`src/rtl/muldiv_iter.sv`:
```
// ============================================================================
// Module   : muldiv_iter
// Purpose  : Iterative radix-2 multiply / restoring divide returning HI/LO.
//            Define MULDIV_FAST_MUL_EN for a single-cycle registered multiply.
// Revision : 1.0
// ============================================================================
`default_nettype none

module muldiv_iter #(
  parameter int DATA_WIDTH = 32,
  parameter int CNT_WIDTH  = $clog2(DATA_WIDTH) + 1
) (
  input  logic                  clk,
  input  logic                  rst,
  input  logic                  start,
  input  logic                  is_div,
  input  logic                  sign,
  input  logic                  cancel,
  input  logic [DATA_WIDTH-1:0] src_a,
  input  logic [DATA_WIDTH-1:0] src_b,
  output logic                  ready,
  output logic                  busy,
  output logic                  res_valid,
  output logic [DATA_WIDTH-1:0] hi_out,
  output logic [DATA_WIDTH-1:0] lo_out,
  output logic                  div_zero
);

  localparam int W = DATA_WIDTH;

  localparam logic [1:0] c_IDLE = 2'd0;
  localparam logic [1:0] c_BUSY = 2'd1;
  localparam logic [1:0] c_DONE = 2'd2;

  localparam logic [CNT_WIDTH-1:0] c_CNT_INIT = CNT_WIDTH'(DATA_WIDTH);
  localparam logic [CNT_WIDTH-1:0] c_CNT_ONE  = CNT_WIDTH'(1);
  localparam logic [W-1:0]         c_ONE_W    = W'(1);
  localparam logic [2*W-1:0]       c_ONE_2W   = (2*W)'(1);

  logic [1:0]           r_state;
  logic [CNT_WIDTH-1:0] r_cnt;
  logic                 r_is_div;
  logic                 r_neg_q;
  logic                 r_neg_r;
  logic [W-1:0]         r_opb;
  logic [2*W-1:0]       r_acc;
  logic [W-1:0]         r_hi;
  logic [W-1:0]         r_lo;
  logic                 r_dz;

  logic                 w_accept;
  logic [W-1:0]         w_mag_a;
  logic [W-1:0]         w_mag_b;
  logic                 w_neg_q_in;
  logic [W:0]           w_mul_sum;
  logic [2*W-1:0]       w_mul_nxt;
  logic [W:0]           w_shift;
  logic [W:0]           w_diff;
  logic [2*W-1:0]       w_div_nxt;
  logic [2*W-1:0]       w_step;
  logic [2*W-1:0]       w_prod_fix;
  logic [W-1:0]         w_quo_fix;
  logic [W-1:0]         w_rem_fix;
  logic [2*W-1:0]       w_final;

  assign w_accept   = (r_state != c_BUSY) && start && !cancel;
  assign w_mag_a    = (sign && src_a[W-1]) ? (~src_a + c_ONE_W) : src_a;
  assign w_mag_b    = (sign && src_b[W-1]) ? (~src_b + c_ONE_W) : src_b;
  assign w_neg_q_in = sign && (src_a[W-1] ^ src_b[W-1]);

  // Multiply: upper half accumulates, lower half holds the shrinking multiplier.
  assign w_mul_sum = {1'b0, r_acc[2*W-1:W]} + {1'b0, r_opb};
  assign w_mul_nxt = r_acc[0] ? {w_mul_sum, r_acc[W-1:1]}
                              : {1'b0, r_acc[2*W-1:1]};

  // Divide: upper half is the partial remainder, lower half dividend -> quotient.
  // The remainder stays below the divisor, so w_diff[W] is a reliable sign.
  assign w_shift   = {r_acc[2*W-1:W], r_acc[W-1]};
  assign w_diff    = w_shift - {1'b0, r_opb};
  assign w_div_nxt = w_diff[W] ? {w_shift[W-1:0], r_acc[W-2:0], 1'b0}
                               : {w_diff[W-1:0], r_acc[W-2:0], 1'b1};

  assign w_step = r_is_div ? w_div_nxt : w_mul_nxt;

  assign w_prod_fix = r_neg_q ? (~w_step + c_ONE_2W) : w_step;
  assign w_quo_fix  = r_neg_q ? (~w_step[W-1:0] + c_ONE_W) : w_step[W-1:0];
  assign w_rem_fix  = r_neg_r ? (~w_step[2*W-1:W] + c_ONE_W) : w_step[2*W-1:W];
  assign w_final    = r_is_div ? {w_rem_fix, w_quo_fix} : w_prod_fix;

`ifdef MULDIV_FAST_MUL_EN
  logic [2*W-1:0] w_fast_prod;
  logic [2*W-1:0] w_fast_fix;

  assign w_fast_prod = {{W{1'b0}}, w_mag_a} * {{W{1'b0}}, w_mag_b};
  assign w_fast_fix  = w_neg_q_in ? (~w_fast_prod + c_ONE_2W) : w_fast_prod;
`endif

  always_ff @(posedge clk or posedge rst) begin
    if (rst) begin
      r_state  <= c_IDLE;
      r_cnt    <= '0;
      r_is_div <= 1'b0;
      r_neg_q  <= 1'b0;
      r_neg_r  <= 1'b0;
      r_opb    <= '0;
      r_acc    <= '0;
      r_hi     <= '0;
      r_lo     <= '0;
      r_dz     <= 1'b0;
    end else begin
      case (r_state)
        c_BUSY: begin
          if (cancel) begin
            r_state <= c_IDLE;
            r_cnt   <= '0;
          end else begin
            r_acc <= w_step;
            r_cnt <= r_cnt - c_CNT_ONE;
            if (r_cnt == c_CNT_ONE) begin
              r_state <= c_DONE;
              r_hi    <= w_final[2*W-1:W];
              r_lo    <= w_final[W-1:0];
              r_dz    <= 1'b0;
            end
          end
        end
        default: begin
          if (w_accept) begin
            r_is_div <= is_div;
            r_neg_q  <= w_neg_q_in;
            r_neg_r  <= sign && src_a[W-1];
            if (is_div && (src_b == '0)) begin
              // Divide by zero skips iteration and reports the raw dividend.
              r_state <= c_DONE;
              r_hi    <= src_a;
              r_lo    <= '1;
              r_dz    <= 1'b1;
            end
`ifdef MULDIV_FAST_MUL_EN
            else if (!is_div) begin
              r_state <= c_DONE;
              r_hi    <= w_fast_fix[2*W-1:W];
              r_lo    <= w_fast_fix[W-1:0];
              r_dz    <= 1'b0;
            end
`endif
            else begin
              r_state <= c_BUSY;
              r_cnt   <= c_CNT_INIT;
              r_opb   <= is_div ? w_mag_b : w_mag_a;
              r_acc   <= {{W{1'b0}}, (is_div ? w_mag_a : w_mag_b)};
            end
          end else begin
            r_state <= c_IDLE;
          end
        end
      endcase
    end
  end

  assign ready     = (r_state != c_BUSY);
  assign busy      = (r_state == c_BUSY);
  assign res_valid = (r_state == c_DONE) && !cancel;
  assign hi_out    = r_hi;
  assign lo_out    = r_lo;
  assign div_zero  = r_dz;

endmodule

`default_nettype wire

```
`config.mk`:
```
export PLATFORM = sky130hd
export DESIGN_NAME = muldiv_iter
export DESIGN_NICKNAME = d
export VERILOG_FILES = /design/src/rtl/muldiv_iter.sv
export SDC_FILE = /design/constraint.sdc
export NUM_CORES = 1
export LEC_CHECK = 0
export BUFFER_PORTS_ARGS = -buffer_cell sky130_fd_sc_hd__buf_2
export CAP_MARGIN = 20
export CORE_MARGIN = 2
export CORE_UTILIZATION = 50
export CTS_CLUSTER_SIZE = 24
export DETAILED_ROUTE_END_ITERATION = 12
export PLACE_DENSITY_LB_ADDON = 0.3
export SLEW_MARGIN = 15
export SYNTH_ARGS = -nofsm -noshare
export SYNTH_HDL_FRONTEND = slang
export SYNTH_SLANG_ARGS = --single-unit
```
`constraint.sdc`:
```
create_clock -name clk -period 6.8 [get_ports clk]
set_clock_uncertainty 0.1 [all_clocks]
set_input_delay 1.7 -clock clk [delete_from_list [all_inputs] [get_ports clk]]
set_output_delay 1.7 -clock clk [all_outputs]
set_load 0.005 [all_outputs]
```
# Word-level counts from Yosys, hierarchy flattened
# Index checks and enable logic that the tools add are counted.
# op_classes
n_eq_ne	8
n_addsub	8
mux	39
n_bitwise	8
n_reduce_logical	16
# ops
operator	n
$mux 64	9
$mux 32	16
$add 32x1->32 const B	4
$not 32->32	4
$add 64x1->64 const B	1
$not 64->64	1
$add 32x32->33	1
$sub 33x32->33	1
$logic_not 32->1	1
$mux 6	4
$mux 2	5
$logic_and 1x1->1	7
$eq 6x1->1 const B	1
$reduce_and 3->1	2
$sub 6x1->6 const B	1
$mux 1	5
$ne 2x1->1 const B	2
$ne 2x2->1 const B	2
$reduce_and 2->1	2
$reduce_and 4->1	1
$reduce_bool 2->1	2
$ne 3x2->1 const B	1
$eq 2x1->1 const B	1
$eq 2x2->1 const B	1
other kinds (3)	4
# totals
wordCells	89
out_inout_bits	68
regBits	172

# Longest topological paths before layout
# Gate-level depths: netlist of run 1.
# depth
ltp_word	10
ltp_mapped	25
mapped_depth_nobuf	22

# Least setup slack after synthesis of run 1
# No wires, ideal clock.
# synth_timing
kind	register -> register
start	register r_acc[43]
end	register r_hi[26], in the netlist hi_out[26]
required_time_ps	6566
n_path_buf	2
setup_slack_ps	1357
arrival_time_ps	5209
stages_incl_launch_ff	22
setup_ps	134
path_cell_list	dfrtp_1 ha_1 nand2_2 or3_1 or4_4 a21boi_4 o21ai_2 clkbuf_1 a31oi_1 ha_1 o211ai_1 or3_1 or3_1 nand2b_1 or2_2 clkbuf_1 nor2_1 nand2_1 a31o_2 a21oi_1 xnor2_1 o21ai_0
# synth_between
elab_chain_len	10
# synth_rtl
element	line_no	text
start: declaration	46	logic [2*W-1:0] r_acc;
start signal: assignment	117	r_acc <= w_step;
start signal: assignment	151	r_acc <= {{W{1'b0}}, (is_div ? w_mag_a : w_mag_b)};
$sub 33x32->33 / $add 32x32->33 (equally long branches)	79, 72	
$mux 64 (on tied branches)	80, 73	
$mux 64 (*)	83	assign w_step = r_is_div ? w_div_nxt : w_mul_nxt;
$not 64->64 / $not 32->32 (equally long branches)	85, 87	
$add 64x1->64 / $add 32x1->32 (equally long branches)	85, 87	
$mux 64 / $mux 32 (equally long branches)	85, 87	
$mux 64 (*)	88	assign w_final = r_is_div ? {w_rem_fix, w_quo_fix} : w_prod_fix;
$mux 32 (*)	119	if (r_cnt == c_CNT_ONE) begin
$mux 32 (*)	113	if (cancel) begin
$mux 32 (*)	111	case (r_state)
end signal: assignment	121	r_hi <= w_final[2*W-1:W];
end signal: assignment	135	r_hi <= src_a;
end: declaration	47	logic [W-1:0] r_hi;
# Mark *: on every way between the ends. The rest lies on a longest branch, timed or not. The select of a mux whose other input is x is not followed.
# A chain may end at the register's enable or synchronous reset.

# Worst setup path after layout of run 1
# layout_timing
start	register r_acc[48]
end	register r_hi[28], in the netlist hi_out[28]
# The elaborated chain is that of the path after synthesis.

==> results_dict.tcl, run 1 <==
set metrics [dict create \
    outcome "finished clean" \
    post_dp_cell_area_um2 16700 \
    numCtsBuffers 17 \
    cts_hold_buffers 0 \
    tns_ps 0 \
    synth_area_um2 15700 \
    crit_required_ps 7000 \
    synthFlopType "dfrtp_1" \
    crit_fanout 8 \
    clk_path_buf_depth 2 \
    seqCellArea_um2 4310 \
    crit_path_start_kind "flop" \
    async_flop_share_pct 100 \
    synth.most_common_cell "nand2_1" \
    crit_end "hi_out[28]" \
    place_congestion 1.07 \
    critical_path_class "flop to flop" \
    io_pins 138 \
    synth_nets 2220 \
    synthCells 2078 \
    p_switching_mw 4.54 \
    grt_pass1_vias 15300 \
    drc 0 \
    antenna_found_initial 2 \
    p_per_area_nw_per_um2 500 \
    r2r_cells 19 \
    r2r-start "r_acc[48]" \
    viasPerCell 6.61 \
    path_clk_slew_ps 70 \
    cap_violations 0 \
    ys_warn_count 0 \
    initial_core_util_pct 51.0 \
    vias 16900 \
    placementRows 64 \
    multi_input_area_um2 10700 \
    pwr-share-seq_pct 21.3 \
    final_nets 2291 \
    coreArea_um2 30700 \
    yosysSeqAreaShare_pct 27.5 \
    die-area_um2 32800 \
    num-fill-cells 2900 \
    dieHeight_um 181 \
    synth_edf_count 0 \
    routedWlPerCell_um 22.8 \
    worstPathArrival_ps 6240 \
    root_buffer "clkbuf_16" \
    pwr-share-comb_pct 66.1 \
    cts_sinks 172 \
    fp.dieW_um 181 \
    grt_first_pass_wirelength_mm 89.8 \
    final-hold-violation-count 0 \
    end_kind "flop" \
    clkLatencyLatePin_ps 450 \
    avgSynthCellArea_um2 7.54 \
    grt_max_degree 112 \
    dr.pass1.iters 6 \
    reg2reg_slack_ps 760 \
    slew_viol_final 0 \
    swShare_pct 52.4 \
    setup_violations 0 \
    cts_setup_buffers 0 \
    worstHoldPathCells 2 \
    synth_area_leaders "dfrtp_1 27%, o21ai_0 7.8%, nand2_1 6.3%" \
    slew_headroom_pct 31.5 \
    synth_cell_types 85 \
    wl_mm 58.3 \
    dp_hpwl_mm 44.6 \
    leakagePower_nw 7.72 \
    drtIter0Drc 2056 \
    drive_gt1_share_pct 11.3 \
    crit_start "r_acc[48]" \
    hold_path.class "flop to flop" \
    clock.fmax_mhz 166 \
    worstReg2RegEnd "hi_out[28]" \
    final_cell_area_um2 17300 \
    ys_ff_latch 172 \
    synth_common_cells "265 x nand2_1, 243 x o21ai_0, 184 x a21oi_1" \
    clkPwrFrac_pct 12.6 \
    h-tree-depth 4 \
    intPower_mw 4.12 \
    tightest_slew_ps 1030 \
    ant_nets 0 \
    port_buffers 137 \
    cts.repair.resized 0 \
    cts_tree "done" \
    synth_top_area_share_pct 27.5 \
    grt_use_total_pct 35.0 \
    ir_worst_vdd_mv 0.342 \
    post-route-period-util_pct 88.8 \
    syn2layout_area_growth_pct 10.7 \
    min_period_ps 6040 \
    synth_top_area_cell "dfrtp_1" \
    rsz0062_at_grt "false" \
    grt_overflow 0 \
]
==> worst max-delay path: stages, from the launching register on <==
cell      delay, ps
dfrtp_1         450
ha_1            410
a21oi_1         270
o21ai_1         210
a221oi_1        520
o21a_1          440
nand3_2         140
a31oi_1         500
ha_1            290
o211ai_1        120
or3_1           420
or3_1           380
nand2b_1        200
or2_2           390
nor2_1          240
nor2_1          180
a21o_1          200
a21oi_1         150
xor2_1          170
o21ai_0         100
==> metal layers <==
metal  track usage, %  vias to the layer above  share of wire (%)
li1                 -                     7699                  -
met1             48.9                     8128                 42
met2             52.8                      932                 43
met3             6.07                      149                9.9
met4             16.7                        0                5.2
met5                0                        -                  0
==> flip-flops by register name, indices dropped and copies added (netlist names) <==
register	flops
div_zero	1
hi_out	32
lo_out	32
r_acc	64
r_cnt	6
r_is_div	1
r_neg_q	1
r_neg_r	1
r_opb	32
r_state	2
==> power by group through the flow <==
stage | sequential, mW | clock, mW | combinational, mW
finish | 1.84 | 1.09 | 5.73
global route | 1.89 | 1.13 | 6.21
CTS | 1.82 | 1.09 | 5.58
detailed placement | 1.83 | 0 | 5.54
global placement | 1.82 | 0 | 5.50
floorplan | 1.69 | 0 | 3.92
==> metrics by stage <==
stage               std cells  power (mW)  setup slack, ps  hold WS [ps]  utilization (%)
CTS                      2556        8.50              896           412             56.4
floorplan                2078        5.62              340           373                -
global placement         2525        7.32             1040           382             54.3
finish                   2559        8.67              764           407             56.4
global route             2558        9.23              496           450             56.4
detailed placement       2525        7.37              912           388             54.3
==> cell families after synthesis <==
logic type | synth area share, %
buffers and inverters | 4.73
and+or+nand+nor | 21.4
xor gates and xnor gates | 8.77
adders and majority gates | 5.84
DFF | 27.5
AOI/OAI and AO/OA | 29.0
muxes | 2.76
==> cells in the final DEF (no fill, tap or decap), types with 19 or more instances in the layout <==
| cell | netlist | routed |
|---|---|---|
| mux2i_1 | 41 | 41 |
| nand2_1 | 265 | 264 |
| a211oi_1 | 32 | 32 |
| nand2b_1 | 23 | 22 |
| o221ai_1 | 22 | 22 |
| nor3_1 | 52 | 52 |
| a31oi_1 | 23 | 23 |
| a21oi_1 | 184 | 183 |
| and2_1 | 20 | 20 |
| xnor2_1 | 90 | 90 |
| or3_1 | 21 | 21 |
| o21ai_0 | 243 | 243 |
| a21o_1 | 33 | 32 |
| xor2_1 | 67 | 67 |
| ha_1 | 70 | 70 |
| inv_1 | 71 | 70 |
| dfrtp_1 | 172 | 171 |
| nand3_1 | 60 | 60 |
| a22oi_1 | 31 | 31 |
| buf_4 | 0 | 33 |
| o211ai_1 | 19 | 19 |
| buf_2 | 2 | 137 |
| nor2_1 | 163 | 161 |
==> worst min path at each step <==
stage / slack [ps] / startpoint / to
after floorplan: 370 / hi_out[1] / hi_out[1]
after global placement: 380 / hi_out[1] / hi_out[1]
after detailed placement: 390 / hi_out[1] / hi_out[1]
after CTS: 410 / div_zero / div_zero
after global routing: 450 / r_opb[19] / r_opb[19]
final: 410 / div_zero / div_zero
==> final cells by class <==
| cell class | instances | area share [%] |
|---|---|---|
| antenna | 2 | 0.0288 |
| clock buffer | 18 | 2.53 |
| clock inverter | 13 | 1.10 |
| inverter | 75 | 1.65 |
| multi-input combinational | 1711 | 61.4 |
| sequential | 172 | 24.8 |
| tap | 396 | 2.86 |
| timing repair buffer | 172 | 5.57 |
No activity file was read; power rests on OpenSTA's default activity.
==> run 2, diff against run 1 <==
--- a/config.mk
+++ b/config.mk
@@ -5,9 +5,10 @@
 export SDC_FILE = /design/constraint.sdc
 export NUM_CORES = 1
 export LEC_CHECK = 0
+export ABC_CLOCK_PERIOD_IN_PS = 6800
 export BUFFER_PORTS_ARGS = -buffer_cell sky130_fd_sc_hd__buf_2
 export CAP_MARGIN = 20
-export CORE_MARGIN = 2
+export CORE_MARGIN = 4
 export CORE_UTILIZATION = 50
 export CTS_CLUSTER_SIZE = 24
 export DETAILED_ROUTE_END_ITERATION = 12
==> run 2 against run 1 <==
Compared with the run above:
- sequential share of layout area is 0.093 points higher
- via count is 0.25% lower
- hold slack barely moved
- utilization is 0.21 points lower
- first-iteration DRC count is 5.7% higher
- routed wire length rose by 2.9%
- global-route usage down 0.61 points
- critical path type unchanged
- largest cell class unchanged
==> results_dict.tcl, run 2 (synthesized netlist as in run 1, its figures left out) <==
set metrics [dict create \
    outcome "finished clean" \
    wl_met2_mm 25.4 \
    antenna_found_initial 3 \
    setup_violations 0 \
    min_period_ps 6040 \
    viasPerCell 6.59 \
    slew_viol_final 0 \
    coreArea_um2 30700 \
    crit_fanout 8 \
    drt-met1-wl_mm 25.2 \
    clkLatencyLatePin_ps 450 \
    grt_use_total_pct 34.4 \
    routedWlPerCell_um 23.4 \
    tightest_slew_ps 1010 \
    r2r_cells 19 \
    drc 0 \
    io_pins 138 \
    numCtsBuffers 17 \
    path_clk_slew_ps 70 \
    placementRows 64 \
    clk_path_buf_depth 2 \
    fp.dieW_um 185 \
    hold_ws_ps 407 \
    initial_core_util_pct 51.0 \
    drive_gt1_share_pct 11.2 \
    leakagePower_nw 7.66 \
    cap_violations 0 \
    syn2layout_area_growth_pct 10.3 \
    grt_max_degree 113 \
    dieHeight_um 185 \
    worstPathArrival_ps 6240 \
    final_cell_area_um2 17300 \
    tns_ps 0 \
    dr.pass1.iters 6 \
    post_dp_cell_area_um2 16700 \
    place_congestion 1.02 \
    slew_headroom_pct 32.8 \
    p_total_mw 8.67 \
    largest_reg_flops 64 \
    port_buffers 137 \
    cts_setup_buffers 0 \
    post-route-period-util_pct 88.8 \
    vias 16900 \
    clock.fmax_mhz 166 \
    wl_mm 60.0 \
    h-tree-depth 4 \
    grt_overflow 0 \
    dp_hpwl_mm 46.1 \
    crit_required_ps 7000 \
    cts_sinks 172 \
    crit_end "hi_out[28]" \
    worstReg2RegEnd "hi_out[28]" \
    wl_met3_mm 6.26 \
    final_nets 2290 \
    critical_path_class "flop to flop" \
    rsz0062_at_grt "false" \
    hold_path.class "flop to flop" \
    grt_first_pass_wirelength_mm 91.3 \
    crit_path_start_kind "flop" \
    top_register "r_acc" \
    cts_hold_buffers 0 \
    final_util_pct 56.2 \
    root_buffer "clkbuf_16" \
    end_kind "flop" \
    drtIter0Drc 2174 \
    final_common_cell "nand2_1" \
    cts.repair.resized 0 \
    ir_worst_vdd_mv 0.264 \
    r2r-start "r_acc[48]" \
    reg2reg_slack_ps 760 \
    final-hold-violation-count 0 \
    crit_start "r_acc[48]" \
    cts_tree "done" \
    layout_common_cells "264 x nand2_1, 243 x o21ai_0, 183 x a21oi_1" \
    grt_pass1_vias 15400 \
    top_layer "met5" \
    die-area_um2 34200 \
    ant_nets 0 \
    p_per_area_nw_per_um2 502 \
]
run 2: cell types whose count changed in the layout (fill, tap and decap cells not counted), sizes merged:
| cell | delta |
|---|---|
| clkinvlp | +3 |
| bufinv | -2 |
| clkbuf | +1 |
| dlymetal6s2s | -1 |
| inv | -1 |
run 2: cell type report:
cell class | instances | area (um^2)
diodes | 2 | 5.00
clock buffers | 19 | 433
clock inverters | 13 | 144
fillers | 2942 | 13500
inverters | 75 | 287
multi-input cells | 1711 | 10700
flip-flops and latches | 172 | 4310
well taps | 396 | 495
repair buffers | 171 | 953
run 2: worst min-delay path by stage:
stage | start | end | slack [ps] | depth (start not counted)
floorplan | hi_out[1] | hi_out[1] | 370 | 2
global placement | hi_out[1] | hi_out[1] | 390 | 2
detailed placement | hi_out[1] | hi_out[1] | 380 | 2
CTS | div_zero | div_zero | 410 | 2
global route | div_zero | div_zero | 420 | 2
finish | div_zero | div_zero | 410 | 2
run 2: stage by stage:
step | worst slack, ps | instances
2_1_floorplan | 340 | 2078
3_3_place_gp | 1080 | 2525
3_5_place_dp | 933 | 2525
4_1_cts | 904 | 2557
5_1_grt | 471 | 2558
6_report | 758 | 2559
run 2: power by group:
group | switching, mW | internal (mW) | total [mW]
clock | 0.456 | 0.544 | 1.00
sequential | 0.436 | 1.40 | 1.83
combinational | 3.73 | 2.10 | 5.84
run 2: worst max-delay path, cell delays in order (launching register included):
cell and delay [ps]:
dfrtp_1 430, ha_1 400, a21oi_1 300, o21ai_1 210
a221oi_1 600, o21a_1 370, nand3_2 120, a31oi_1 490
ha_1 300, o211ai_1 130, or3_1 430, or3_1 390
nand2b_1 200, or2_2 390, nor2_1 230, nor2_1 160
a21o_1 210, a21oi_1 150, xor2_1 180, o21ai_0 90
run 2: per-layer routing:
metal	up-vias	GRT usage [%]
li1	7722	-
met1	8026	48.9
met2	975	50.5
met3	140	7.05
met4	2	15.7
met5	-	0
